`src/rtl/march_bist_if.sv`:
```
// march_bist_if: single-port memory pins driven by the BIST engine.
// master = sequencer (we/addr/wdata out, rdata in); slave = memory.
interface march_bist_if #(
  parameter int ADDR_BITS = 4,
  parameter int DATA_BITS = 8
) ();
  logic                 mem_we;
  logic [ADDR_BITS-1:0] mem_addr;
  logic [DATA_BITS-1:0] mem_wdata;
  logic [DATA_BITS-1:0] mem_rdata;

  modport master (
    output mem_we,
    output mem_addr,
    output mem_wdata,
    input  mem_rdata
  );

  modport slave (
    input  mem_we,
    input  mem_addr,
    input  mem_wdata,
    output mem_rdata
  );
endinterface

```
`src/rtl/march_bist.sv`:
```
// march_bist: March C- sequencer over a single-port memory.
// Ports: clk, reset (async high), start, pattern, mem (master),
// busy, done, fail, err_count, first_fail_addr, first_fail_elem.
module march_bist #(
  parameter int ADDR_BITS = 4,
  parameter int DATA_BITS = 8,
  parameter int ERR_BITS  = 8
) (
  input  logic                 clk,
  input  logic                 reset,
  input  logic                 start,
  input  logic [DATA_BITS-1:0] pattern,
  march_bist_if.master         mem,
  output logic                 busy,
  output logic                 done,
  output logic                 fail,
  output logic [ERR_BITS-1:0]  err_count,
  output logic [ADDR_BITS-1:0] first_fail_addr,
  output logic [2:0]           first_fail_elem
);

  typedef enum logic [1:0] {
    IDLE,
    RUN,
    DONE
  } state_t;

  localparam logic [ADDR_BITS-1:0] ADDR_MAX = '1;
  localparam logic [ADDR_BITS-1:0] ADDR_ONE = 1;
  localparam logic [ERR_BITS-1:0]  ERR_MAX  = '1;
  localparam logic [ERR_BITS-1:0]  ERR_ONE  = 1;

  state_t               state;
  logic [2:0]           elem;
  logic                 op;
  logic [ADDR_BITS-1:0] addr;
  logic [DATA_BITS-1:0] pat;
  logic                 we_q;
  logic [DATA_BITS-1:0] wd_q;

  logic [2:0]           n_elem;
  logic                 n_op;
  logic [ADDR_BITS-1:0] n_addr;
  logic [ADDR_BITS-1:0] term;
  logic                 fin;
  logic                 n_wr;
  logic [DATA_BITS-1:0] n_wd;
  logic [DATA_BITS-1:0] c_exp;
  logic                 mism;

  // M0 and M5 are single-op elements; others are (read, write).
  function automatic logic is_last(input logic [2:0] e, input logic o);
    return (e == 3'd0) || (e == 3'd5) || o;
  endfunction

  function automatic logic is_wr(input logic [2:0] e, input logic o);
    return (e == 3'd0) || ((e != 3'd5) && o);
  endfunction

  // M3/M4 walk the address space downwards.
  function automatic logic is_up(input logic [2:0] e);
    return (e != 3'd3) && (e != 3'd4);
  endfunction

  // Background: 0 = pattern, 1 = ~pattern.
  function automatic logic bg(input logic [2:0] e, input logic o);
    logic r;
    r = 1'b0;
    unique case (1'b1)
      (e == 3'd1), (e == 3'd3): r = o;
      (e == 3'd2), (e == 3'd4): r = ~o;
      default:                  r = 1'b0;
    endcase
    return r;
  endfunction

  assign term  = is_up(elem) ? ADDR_MAX : '0;
  assign c_exp = bg(elem, op) ? ~pat : pat;
  assign mism  = !is_wr(elem, op) && (mem.mem_rdata != c_exp);

  always_comb begin
    n_elem = elem;
    n_op   = 1'b0;
    n_addr = addr;
    fin    = 1'b0;
    if (!is_last(elem, op)) begin
      n_op = 1'b1;
    end else if (addr != term) begin
      n_addr = is_up(elem) ? addr + ADDR_ONE : addr - ADDR_ONE;
    end else if (elem == 3'd5) begin
      fin = 1'b1;
    end else begin
      n_elem = elem + 3'd1;
      n_addr = is_up(n_elem) ? '0 : ADDR_MAX;
    end
  end

  assign n_wr = is_wr(n_elem, n_op);
  assign n_wd = !n_wr ? '0 :
                bg(n_elem, n_op) ? ~pat : pat;

  assign mem.mem_we    = we_q;
  assign mem.mem_addr  = addr;
  assign mem.mem_wdata = wd_q;

  always_ff @(posedge clk or posedge reset) begin
    if (reset) begin
      state           <= IDLE;
      elem            <= '0;
      op              <= 1'b0;
      addr            <= '0;
      pat             <= '0;
      we_q            <= 1'b0;
      wd_q            <= '0;
      busy            <= 1'b0;
      done            <= 1'b0;
      fail            <= 1'b0;
      err_count       <= '0;
      first_fail_addr <= '0;
      first_fail_elem <= '0;
    end else begin
      unique case (state)
        IDLE, DONE: begin
          if (start) begin
            state           <= RUN;
            pat             <= pattern;
            elem            <= '0;
            op              <= 1'b0;
            addr            <= '0;
            we_q            <= 1'b1;
            wd_q            <= pattern;
            busy            <= 1'b1;
            done            <= 1'b0;
            fail            <= 1'b0;
            err_count       <= '0;
            first_fail_addr <= '0;
            first_fail_elem <= '0;
          end
        end
        RUN: begin
          if (mism) begin
            if (err_count != ERR_MAX)
              err_count <= err_count + ERR_ONE;
            if (!fail) begin
              fail            <= 1'b1;
              first_fail_addr <= addr;
              first_fail_elem <= elem;
            end
          end
          if (fin) begin
            state <= DONE;
            busy  <= 1'b0;
            done  <= 1'b1;
            elem  <= '0;
            op    <= 1'b0;
            addr  <= '0;
            we_q  <= 1'b0;
            wd_q  <= '0;
          end else begin
            elem <= n_elem;
            op   <= n_op;
            addr <= n_addr;
            we_q <= n_wr;
            wd_q <= n_wd;
          end
        end
        default: state <= IDLE;
      endcase
    end
  end

endmodule

```
`src/flat_wrapper.sv`:
```
// flat-port wrapper written by rule: the top's interface ports become plain ports
module march_bist_flat 
#(
  parameter int ADDR_BITS = 4,
  parameter int DATA_BITS = 8,
  parameter int ERR_BITS  = 8
)
  (clk, reset, start, pattern, busy, done, fail, err_count, first_fail_addr, first_fail_elem, mem_mem_we, mem_mem_addr, mem_mem_wdata, mem_mem_rdata);
  march_bist_if #(.ADDR_BITS(ADDR_BITS), .DATA_BITS(DATA_BITS)) mem_i ();
  input  logic clk;
  input  logic reset;
  input  logic start;
  input  logic [DATA_BITS-1:0] pattern;
  output logic busy;
  output logic done;
  output logic fail;
  output logic [ERR_BITS-1:0] err_count;
  output logic [ADDR_BITS-1:0] first_fail_addr;
  output logic [2:0] first_fail_elem;
  output wire logic [$bits(mem_i.mem_we)-1:0] mem_mem_we;
  output wire logic [$bits(mem_i.mem_addr)-1:0] mem_mem_addr;
  output wire logic [$bits(mem_i.mem_wdata)-1:0] mem_mem_wdata;
  input wire logic [$bits(mem_i.mem_rdata)-1:0] mem_mem_rdata;
  assign mem_mem_we = mem_i.mem_we;
  assign mem_mem_addr = mem_i.mem_addr;
  assign mem_mem_wdata = mem_i.mem_wdata;
  assign mem_i.mem_rdata = mem_mem_rdata;
  march_bist #(.ADDR_BITS(ADDR_BITS), .DATA_BITS(DATA_BITS), .ERR_BITS(ERR_BITS)) u_core (.clk(clk), .reset(reset), .start(start), .pattern(pattern), .mem(mem_i), .busy(busy), .done(done), .fail(fail), .err_count(err_count), .first_fail_addr(first_fail_addr), .first_fail_elem(first_fail_elem));
endmodule
```
`config.mk`:
```
export PLATFORM = sky130hd
export DESIGN_NAME = march_bist_flat
export DESIGN_NICKNAME = d
export VERILOG_FILES = /design/src/rtl/march_bist_if.sv /design/src/rtl/march_bist.sv /design/src/flat_wrapper.sv
export SDC_FILE = /design/constraint.sdc
export NUM_CORES = 1
export LEC_CHECK = 0
export CAP_MARGIN = 10
export CORE_MARGIN = 2
export CORE_UTILIZATION = 51
export DETAILED_ROUTE_END_ITERATION = 12
export HOLD_SLACK_MARGIN = 0.03
export PLACE_DENSITY = 0.79
export SYNTH_ARGS = -nofsm -noshare
export SYNTH_HDL_FRONTEND = slang
export SYNTH_SLANG_ARGS = --single-unit
```
`constraint.sdc`:
```
create_clock -name clk -period 4.3 [get_ports clk]
set_input_delay 1.075 -clock clk [delete_from_list [all_inputs] [get_ports clk]]
set_output_delay 1.075 -clock clk [all_outputs]
set_load 0.05 [all_outputs]
```
==> PnR_summary.wiki <==
{| class="wikitable"
! Metric !! Value
|-
| Sequential cell area fraction in the yosys report || 45.00%
|-
| Die Outline Area || 5483 sq um
|-
| Post-detailed-route DRC marker count || 0
|-
| Biggest fanout along the worst timing path || 9
|-
| Biggest area consumer among synthesized cells || sky130_fd_sc_hd__dfrtp_1
|-
| Number of maximum-capacitance constraint violations || 0
|-
| Number of synthesized flops with an enable pin || 0
|-
| GR Util met1 || approximately 30%
|-
| Master cell of the clock root buffer || sky130_fd_sc_hd__clkbuf_8
|-
| Post-synthesis register bit count || 45
|-
| Critical path launch point type || register
|-
| Number of nets still failing antenna checks after routing || 0
|-
| Layer carrying the most global-route usage || met2
|-
| Fraction of layout cells with a size suffix above 1 || under 10%
|-
| Clock transition at the register clock pins on the worst setup and hold paths after CTS || 0.08 ns
|-
| Quantity of I/O buffers inserted on ports || between 40 and 50
|-
| Most numerous cell in the Yosys netlist || sky130_fd_sc_hd__nand2_1
|-
| Total routing usage reported by global routing || 21.61%
|-
| Routed wire length per instance || 14.58 um
|-
| Critical path's slowest cell || sky130_fd_sc_hd__o311ai_4
|-
| Post-Synthesis Net Count || 286
|-
| Clock network latency to the later pin of the worst-skew pair || 0.30 ns
|-
| Required time of the critical path || 4.47 ns
|-
| Setup repair after global routing missed its margin || no
|-
| Min-Delay Path Class || reg2reg
|-
| Worst hold margin || 0.5008 ns
|-
| Number of buffers inserted by hold repair at cts || 0
|-
| Global-route congestion overflow total || 0
|-
| Antenna violations before repair || 0
|-
| Number of vias after detailed routing || 2,055
|-
| Area added between synthesis and finish || 25.40%
|-
| Yosys top cell area share || 45.00%
|-
| Count of yosys warnings during synthesis || 0
|-
| Global-route wire length before repair || 9170 um
|-
| Antenna diode count || 0
|-
| Ranking of synthesized cells by instance count || 50 x sky130_fd_sc_hd__nand2_1, 45 x sky130_fd_sc_hd__dfrtp_1, 20 x sky130_fd_sc_hd__nor2_1
|-
| Summed instance area of the synthesized netlist || 2502 sq um
|-
| Final nets || 336
|-
| Site Rows || 25
|-
| Deepest clock path buffer count || 2
|-
| Category of the most critical setup path || reg2reg
|-
| Min Tclk post-route || 3.551 ns
|-
| Vias in the first global route || 1,926
|-
| Largest cells by area after synthesis || sky130_fd_sc_hd__dfrtp_1 45%, sky130_fd_sc_hd__nand2_1 7.5%, sky130_fd_sc_hd__xnor2_1 4.9%
|-
| Ys async rst share || between 90% and 100%
|-
| Share of the clock period used by the worst path after layout || 82.59%
|-
| Cell type group with the largest total delay on the critical path || compound AO/OA/AOI/OAI gates
|-
| HPWL after detailed placement || between 4000 and 5000 um
|-
| Met3 usage || between 4 and 5%
|-
| Transition time at the pin with the least slew margin || 0.8577 ns
|-
| Global-route met2 utilization || between 30% and 40%
|-
| Pwr per Cell Area || 328.4 nW/um^2
|-
| CP Buf/Inv Count || 1
|-
| Count of H-tree levels built during CTS || 2
|-
| Post-CTS setup buffer count || 0
|-
| Outcome || finished, final reports clean
|-
| Final setup vio count || 0
|-
| Final total negative setup slack || 0 ns
|-
| Chip height || 74.05 um
|-
| Final hold violations || 0
|-
| Number of gates given a new drive strength after cts || 0
|-
| Detailed-routing iteration count for the pre-antenna-repair pass || 4
|-
| Series of cell instances along the critical path || inv_1 -> ha_1 -> mux2_4 -> ha_1 -> nand4_1 -> mux2_4 -> o21ai_1 -> nand2_1 -> o311ai_4 -> xor2_1 -> o211ai_2
|-
| Worst Path Arrival || about 3.7 ns
|-
| Largest stage delay on the critical path || ~0.54 ns
|-
| Total clock buffers created by CTS || 5
|-
| TritonCTS clock tree || yes
|-
| Max Fclk || 281.6 MHz
|-
| Via density || 5.465
|-
| Max-Slew Margin vs Limit || 42.61%
|-
| Final Skew || 0.006869 ns
|-
| Synth Instances || 258
|-
| Num Clock Sinks || 45
|-
| Number of different library cells in the post-synthesis netlist || 44
|-
| Pleak || 1.432 nW
|-
| Filler instances || 413
|-
| Largest net degree at the start of global routing || 30
|-
| Element type at the critical path end || register
|-
| Placer congestion estimate || 0.9493
|-
| Peak supply drop || between 0.2 and 0.25 mV
|-
| Core Box Area || 4723 sq um
|-
| Most common flop cell mapped by yosys || sky130_fd_sc_hd__dfrtp_1
|-
| Fin. max-slew vios || 0
|-
| Total wire length || 5481 um
|-
| I/O pin total || 50
|-
| DRT iter0 DRCs || 87
|-
| Initial core utilization || 52.98%
|-
| Post-Syn Area per Cell || 9.699 sq um
|-
| Die W || approximately 74 um
|}
==> metal layers <==
metal,wire length (um),vias up
met4,63,0
met3,259,7
met2,2596,55
met1,2561,991
li1,-,1002
met5,0,-
==> where the power goes <==
part           internal, mW  total, mW  switching (mW)
Combinational         0.105      0.276           0.170
Sequential            0.457      0.500          0.0433
Clock                 0.115      0.254           0.139
Total                 0.678       1.03           0.353
==> layout make-up <==
cell class | instances | area [sq um] | area share [%]
tap | 67 | 83.83 | 2.671
clock inverter | 1 | 7.507 | 0.2392
clock buffer | 7 | 76.32 | 2.432
multi-input combinational | 199 | 1316 | 41.95
sequential | 45 | 1126 | 35.89
timing repair buffer | 51 | 505.5 | 16.11
inverter | 6 | 22.52 | 0.7177
==> worst register-to-register path: stages, from the launching register on <==
cell                       delay, ns
sky130_fd_sc_hd__dfrtp_1        0.50
sky130_fd_sc_hd__inv_1          0.18
sky130_fd_sc_hd__ha_1           0.31
sky130_fd_sc_hd__mux2_4         0.34
sky130_fd_sc_hd__ha_1           0.36
sky130_fd_sc_hd__nand4_1        0.18
sky130_fd_sc_hd__mux2_4         0.36
sky130_fd_sc_hd__o21ai_1        0.19
sky130_fd_sc_hd__nand2_1        0.15
sky130_fd_sc_hd__o311ai_4       0.54
sky130_fd_sc_hd__xor2_1         0.24
sky130_fd_sc_hd__o211ai_2       0.09
==> through the flow <==
step | cell area [sq um] | cells | utilization, % | worst slack [ns] | power [mW]
after detailed placement | 3054 | 368 | 64.66 | 0.7806 | 0.7871
after CTS | 3138 | 376 | 66.44 | 0.7759 | 1.037
after global placement | 3054 | 368 | 64.66 | 0.9479 | 0.7804
final | 3138 | 376 | 66.44 | 0.7488 | 1.030
after floorplan | 2502 | 258 | - | 1.145 | 0.6835
after global routing | 3138 | 376 | 66.44 | 0.4026 | 1.075
==> path summary, 6_finish.rpt <==
check | startpoint | end | slack, ns | cells after the start
setup / recovery | u_core.elem[0]$_DFFE_PP0P_ | u_core.mem.mem_wdata[4]$_DFFE_PP0P_ | 0.75 | 11
hold / removal | u_core.first_fail_addr[2]$_DFFE_PP0P_ | u_core.first_fail_addr[2]$_DFFE_PP0P_ | 0.50 | 1
setup reg to reg | u_core.elem[0]$_DFFE_PP0P_ | u_core.mem.mem_wdata[4]$_DFFE_PP0P_ | 0.75 | 11
hold reg to reg | u_core.first_fail_addr[2]$_DFFE_PP0P_ | u_core.first_fail_addr[2]$_DFFE_PP0P_ | 0.50 | 1
max in group asynchronous | reset | u_core.op$_DFFE_PP0P_ | 2.52 | 3
min in group asynchronous | reset | u_core.err_count[2]$_DFFE_PP0P_ | 1.06 | 2
==> placed cells by master, fill, tap and decap left out, drive strengths merged, types with 2 or more instances in the layout <==
cell | synthesis | final
nand2 | 50 | 50
o21ai | 11 | 11
nor2 | 21 | 21
a22oi | 3 | 3
a211o | 2 | 2
nand2b | 3 | 3
xor2 | 10 | 10
a22o | 10 | 10
o211ai | 6 | 6
clkdlybuf4s50 | 0 | 49
a32o | 2 | 2
mux2 | 3 | 3
clkbuf | 7 | 7
a211oi | 2 | 2
or2 | 2 | 2
a21o | 5 | 5
nor3 | 6 | 6
ha | 8 | 8
mux2i | 3 | 3
nor2b | 4 | 4
nand4 | 5 | 5
xnor2 | 14 | 14
dfrtp | 45 | 45
a21oi | 8 | 8
nand3 | 8 | 8
buf | 1 | 2
inv | 6 | 5
or3 | 2 | 2
==> cells by family after synthesis <==
kind of cell | Yosys count | share of synthesized area, %
compound gates | 55 | 17.50
flops | 45 | 45.00
buf+inv | 14 | 2.400
fa+ha+maj | 9 | 4.800
simple gates | 105 | 18.90
mux | 6 | 3.000
xor+xnor | 24 | 8.400
==> state kept, by name, summed over array words and instances (netlist names) <==
| name | count |
|---|---|
| u_core.busy | 1 |
| u_core.done | 1 |
| u_core.elem | 3 |
| u_core.err_count | 8 |
| u_core.fail | 1 |
| u_core.first_fail_addr | 4 |
| u_core.first_fail_elem | 3 |
| u_core.mem.mem_addr | 4 |
| u_core.mem.mem_wdata | 8 |
| u_core.mem.mem_we | 1 |
| u_core.op | 1 |
| u_core.pat | 8 |
| u_core.state | 2 |
(Power assumes the default switching activity.)
